$ cat src/rtl/riscv_instr_mem_responder_if.sv
// Instruction-fetch bus between the core prefetch buffer and the responder,
// together with the responder's single-cycle SRAM read port.
interface riscv_instr_mem_responder_if #(
  parameter int MEM_AW = 14
);
  logic              instr_req_i;
  logic [31:0]       instr_addr_i;
  logic              instr_gnt_o;
  logic              instr_rvalid_o;
  logic [31:0]       instr_rdata_o;
  logic              stall_i;
  logic              mem_req_o;
  logic [MEM_AW-1:0] mem_addr_o;
  logic [31:0]       mem_rdata_i;

  modport slave (
    input  instr_req_i, instr_addr_i, stall_i, mem_rdata_i,
    output instr_gnt_o, instr_rvalid_o, instr_rdata_o, mem_req_o, mem_addr_o
  );

  modport master (
    output instr_req_i, instr_addr_i, stall_i, mem_rdata_i,
    input  instr_gnt_o, instr_rvalid_o, instr_rdata_o, mem_req_o, mem_addr_o
  );
endinterface

$ cat src/rtl/riscv_instr_mem_responder.sv
// Instruction memory responder: grants fetches into a one-cycle SRAM and returns
// words in order, buffering them in a small FIFO while responses are stalled.
module riscv_instr_mem_responder #(
  parameter int DEPTH  = 2,
  parameter int MEM_AW = 14
) (
  input  logic                         clk,
  input  logic                         rst,
  riscv_instr_mem_responder_if.slave   bus
);
  localparam int CW = $clog2(DEPTH + 1);
  localparam int PW = (DEPTH > 1) ? $clog2(DEPTH) : 1;

  logic [31:0]   fifo_mem [DEPTH];
  logic [PW-1:0] wr_ptr;
  logic [PW-1:0] rd_ptr;
  logic [CW-1:0] fifo_count;
  logic          pend_q;

  logic          gnt;
  logic          rvalid;
  logic          fifo_empty;
  logic          push;
  logic          pop;
  logic [CW:0]   occupancy;
  logic          unused_addr;

  function automatic logic [PW-1:0] next_ptr(input logic [PW-1:0] p);
    return (p == PW'(DEPTH - 1)) ? '0 : p + PW'(1);
  endfunction

  // Occupancy counts the word still in flight from the SRAM, so a grant is only
  // issued when a slot is guaranteed for its data even if delivery is stalled.
  always_comb begin
    fifo_empty = (fifo_count == '0);
    occupancy  = {1'b0, fifo_count} + (CW + 1)'(pend_q);
    gnt        = !rst && bus.instr_req_i && (occupancy < (CW + 1)'(DEPTH));
    rvalid     = !bus.stall_i && (!fifo_empty || pend_q);
    pop        = rvalid && !fifo_empty;
    push       = pend_q && !(rvalid && fifo_empty);
  end

  assign bus.instr_gnt_o    = gnt;
  assign bus.mem_req_o      = gnt;
  assign bus.mem_addr_o     = rst ? '0 : bus.instr_addr_i[MEM_AW+1:2];
  assign bus.instr_rvalid_o = rvalid;
  assign bus.instr_rdata_o  = !rvalid    ? 32'h0 :
                              fifo_empty ? bus.mem_rdata_i : fifo_mem[rd_ptr];
  assign unused_addr = ^{bus.instr_addr_i[31:MEM_AW+2], bus.instr_addr_i[1:0]};

  always_ff @(posedge clk or posedge rst) begin
    if (rst) begin
      pend_q     <= 1'b0;
      wr_ptr     <= '0;
      rd_ptr     <= '0;
      fifo_count <= '0;
    end else begin
      pend_q <= gnt;
      if (push) wr_ptr <= next_ptr(wr_ptr);
      if (pop)  rd_ptr <= next_ptr(rd_ptr);
      case ({push, pop})
        2'b10:   fifo_count <= fifo_count + CW'(1);
        2'b01:   fifo_count <= fifo_count - CW'(1);
        default: fifo_count <= fifo_count;
      endcase
    end
  end

  always_ff @(posedge clk) begin
    if (push) fifo_mem[wr_ptr] <= bus.mem_rdata_i;
  end
endmodule

$ cat src/flat_wrapper.sv
// flat-port wrapper written by rule: the top's interface ports become plain ports
module riscv_instr_mem_responder_flat 
#(
  parameter int DEPTH  = 2,
  parameter int MEM_AW = 14
)
  (clk, rst, bus_instr_req_i, bus_instr_addr_i, bus_stall_i, bus_mem_rdata_i, bus_instr_gnt_o, bus_instr_rvalid_o, bus_instr_rdata_o, bus_mem_req_o, bus_mem_addr_o);
  riscv_instr_mem_responder_if #(.MEM_AW(MEM_AW)) bus_i ();
  input  logic clk;
  input  logic rst;
  input wire logic [$bits(bus_i.instr_req_i)-1:0] bus_instr_req_i;
  input wire logic [$bits(bus_i.instr_addr_i)-1:0] bus_instr_addr_i;
  input wire logic [$bits(bus_i.stall_i)-1:0] bus_stall_i;
  input wire logic [$bits(bus_i.mem_rdata_i)-1:0] bus_mem_rdata_i;
  output wire logic [$bits(bus_i.instr_gnt_o)-1:0] bus_instr_gnt_o;
  output wire logic [$bits(bus_i.instr_rvalid_o)-1:0] bus_instr_rvalid_o;
  output wire logic [$bits(bus_i.instr_rdata_o)-1:0] bus_instr_rdata_o;
  output wire logic [$bits(bus_i.mem_req_o)-1:0] bus_mem_req_o;
  output wire logic [$bits(bus_i.mem_addr_o)-1:0] bus_mem_addr_o;
  assign bus_i.instr_req_i = bus_instr_req_i;
  assign bus_i.instr_addr_i = bus_instr_addr_i;
  assign bus_i.stall_i = bus_stall_i;
  assign bus_i.mem_rdata_i = bus_mem_rdata_i;
  assign bus_instr_gnt_o = bus_i.instr_gnt_o;
  assign bus_instr_rvalid_o = bus_i.instr_rvalid_o;
  assign bus_instr_rdata_o = bus_i.instr_rdata_o;
  assign bus_mem_req_o = bus_i.mem_req_o;
  assign bus_mem_addr_o = bus_i.mem_addr_o;
  riscv_instr_mem_responder #(.DEPTH(DEPTH), .MEM_AW(MEM_AW)) u_core (.clk(clk), .rst(rst), .bus(bus_i));
endmodule
$ cat config.mk
export PLATFORM = sky130hd
export DESIGN_NAME = riscv_instr_mem_responder_flat
export DESIGN_NICKNAME = d
export VERILOG_FILES = /design/src/rtl/riscv_instr_mem_responder_if.sv /design/src/rtl/riscv_instr_mem_responder.sv /design/src/flat_wrapper.sv
export SDC_FILE = /design/constraint.sdc
export NUM_CORES = 1
export LEC_CHECK = 0
export ABC_AREA = 0
export CORE_MARGIN = 8
export CORE_UTILIZATION = 40
export CTS_CLUSTER_DIAMETER = 40
export DETAILED_ROUTE_END_ITERATION = 8
export GPL_TIMING_DRIVEN = 0
export PLACE_DENSITY = 0.81
export SYNTH_ARGS = -nofsm -noshare
export SYNTH_HDL_FRONTEND = slang
export SYNTH_SLANG_ARGS = --single-unit
$ cat constraint.sdc
create_clock -name clk -period 5.4 [get_ports clk]
set_input_delay 0.54 -clock clk [delete_from_list [all_inputs] [get_ports clk]]
set_output_delay 0.54 -clock clk [all_outputs]
set_load 0.05 [all_outputs]
==> results.cfg <==
[outcome]
status = finished, final reports clean

[place]
portBuffers = 98
gp_congestion = 0.696
hpwl_microns = 4780
place_inst = 409
place_area_sq_um = 4060
dp_worst_setup_slack_ps = 2090

[global_routing]
gr-total-overflow = 0
antenna_found_initial = 0
use_met1_pct = 14.3
grt.total_usage_pct = 13.5
grt.met2_usage_pct = 24.0
busiest_layer = met2
grt_pass1_wl_microns = 10500
use_met3_pct = 3.99
grt_pass1_vias = 2088
grt_start_max_net_pins = 33

[clock_tree]
postCtsSetupBuffers = 0
clock_latency_ps = 340
numCtsBuffers = 9
clk_transition_reported_paths_ps = 70
clock_sinks = 69
cts_tree = built
cts_hold_buffers = 0
htree_levels = 3
cts_max_path_buffers = 2
root_buffer = clkbuf_8
cts-resized-gates = 0

[synthesis]
seq_area_frac_synth_pct = 69.7
ys_seq_elements = 69
yosysUniqueCellTypes = 20
syn-instance-count = 212
syn-num-nets = 281
yosysWarningCount = 0
syn_area_sq_um = 2940
postSynthAreaPerCell_sq_um = 13.9

[timing]
skew_ps = 8.71
rsz0062_at_grt = false
period_needed_ps = 3270
timing.fmax_mhz = 306
slew_viol_final = 0
period_share_pct = 60.6
setup_viol = 0
timing.final.hold_violations = 0
max_slew.worst_pin.slew_ps = 978
slew_headroom_pct = 34.7
fin_tns_setup_ps = 0
fin_ws_ps = 2130
hold_ws_ps = 557

[drt]
routed_via_density = 4.75
vias = 2012
antenna_left = 0
drc_errors = 0
initialDrtViolationCount = 66
first_pass_iters = 4
totalWireLength_microns = 6800
wire_per_inst_microns = 16.0

[floorplan]
dieHeight_microns = 102
rows = 31
boundaryPins = 117
dieArea_sq_um = 10300
core_area_sq_um = 7180
die_w_microns = 102
initial_core_util_pct = 40.9

[setup_path]
cp_num_buf_inv = 3
end_kind = primary output
critPathKind = in2out
startpoint_type = input port
path_cells = clkdlybuf4s50_1, nor4b_4, buf_2, nand2_1, o21ai_0, clkdlybuf4s50_1
critical_path_arrival_ps = 2730
crit_slowest_cell = clkdlybuf4s50_1
path_max_fanout = 10
slowest_delay_ps = 850
crit_path_frequent_cell = clkdlybuf4s50_1
critPathRequiredTime_ps = 4860
cpLargestDelayFamily = buffers and inverters

[min_path]
worstHoldPathType = reg2reg

[final_layout]
final_util_pct = 59.5
layout_commonest_cell = clkdlybuf4s50_1
final_cell_count_no_fill = 424
num-nets-final = 390
diodes = 0
fin_area_sq_um = 4270
drive_above_1_share_pct = 8.62
mostFrequentLayoutCells = 98 x clkdlybuf4s50_1, 64 x edfxtp_1, 33 x nand2_1, 32 x mux2i_1, 23 x o21ai_0
area_growth_pct = 45.4

[run]
timing.max_cap.violations = 0

[pwr]
powerDensity_nw_per_um2 = 464
power_frac_clock_pct = 22.5
total_power_mw = 1.98
switchingPower_uw = 760
sw_frac_of_total_pct = 38.4
ir_worst_vdd_uv = 239
pwr-share-seq_pct = 34.6
p_leak_nw = 1.51
intPower_mw = 1.22
p_comb_share_pct = 42.8
==> logic make-up after synthesis <==
| kind of cell | share of synthesized area, % |
|---|---|
| simple gates | 9.03 |
| fa+ha+maj | 0.426 |
| buf+inv | 2.56 |
| xor+xnor | 1.49 |
| flops | 69.7 |
| mux | 10.9 |
| compound gates | 5.88 |
==> Yosys cell counts <==
cell	instances	area, sq um
ha_1	1	12.5
xor2_1	1	8.76
o21ai_1	9	45.0
edfxtp_1	64	1920
dfrtp_1	5	125
mux2i_1	32	320
nor2_1	5	18.8
buf_4	1	7.51
nand2b_1	1	6.26
nand2_1	33	124
inv_1	3	11.3
a21oi_1	1	5.00
o21bai_1	1	7.51
clkbuf_1	3	11.3
nor3_1	1	5.00
nor4b_4	1	23.8
o21ai_0	23	115
nor2b_1	14	87.6
buf_2	9	45.0
xnor2_1	4	35.0
==> cell type report <==
type,count,area (sq um)
multi-input cells,127,830
repair buffers,98,981
well taps,99,124
clock buffers,9,124
inverters,3,11.3
clock inverters,6,88.8
fillers,572,2910
flip-flops and latches,69,2050
plain buffers,13,63.8
==> power groups by stage <==
stage	Combinational (mW)	Clock, mW	Sequential, mW
5_1_grt	0.903	0.478	0.692
6_report	0.849	0.447	0.686
4_1_cts	0.865	0.459	0.687
3_5_place_dp	0.859	0	0.698
3_3_place_gp	0.845	0	0.696
2_1_floorplan	0.579	0	0.692
==> worst register-to-register path, stage by stage, from the launching register on <==
cell and delay [ps]:
dfrtp_1 320, buf_2 190, nor4b_4 90, nand2b_1 290
nor2_4 800
==> routing by layer <==
metal / part of all wire [%] / vias to the layer above
met4: 1.9 / 0
li1: - / 986
met3: 5.4 / 13
met1: 40 / 955
met2: 53 / 58
met5: 0 / -
==> final timing paths <==
| kind | cells past startpoint | end | startpoint | slack [ps] |
|---|---|---|---|---|
| setup / recovery | 6 | bus_instr_rdata_o[2] | bus_stall_i | 2130 |
| hold / removal | 1 | u_core.wr_ptr | u_core.wr_ptr | 560 |
| setup reg to reg | 4 | u_core.fifo_mem[0][6] | u_core.fifo_count[0] | 3320 |
| hold reg to reg | 1 | u_core.wr_ptr | u_core.wr_ptr | 560 |
| max in group asynchronous | 3 | u_core.fifo_count[0] | rst | 4420 |
| min in group asynchronous | 3 | u_core.pend_q | rst | 820 |
==> registers in the layout, summed over array words and instances (netlist names) <==
signal and cells:
u_core.rd_ptr 1, u_core.fifo_count 2, u_core.wr_ptr 1, u_core.pend_q 1, u_core.fifo_mem 64
Note: power is estimated with default switching activity, not from simulation.
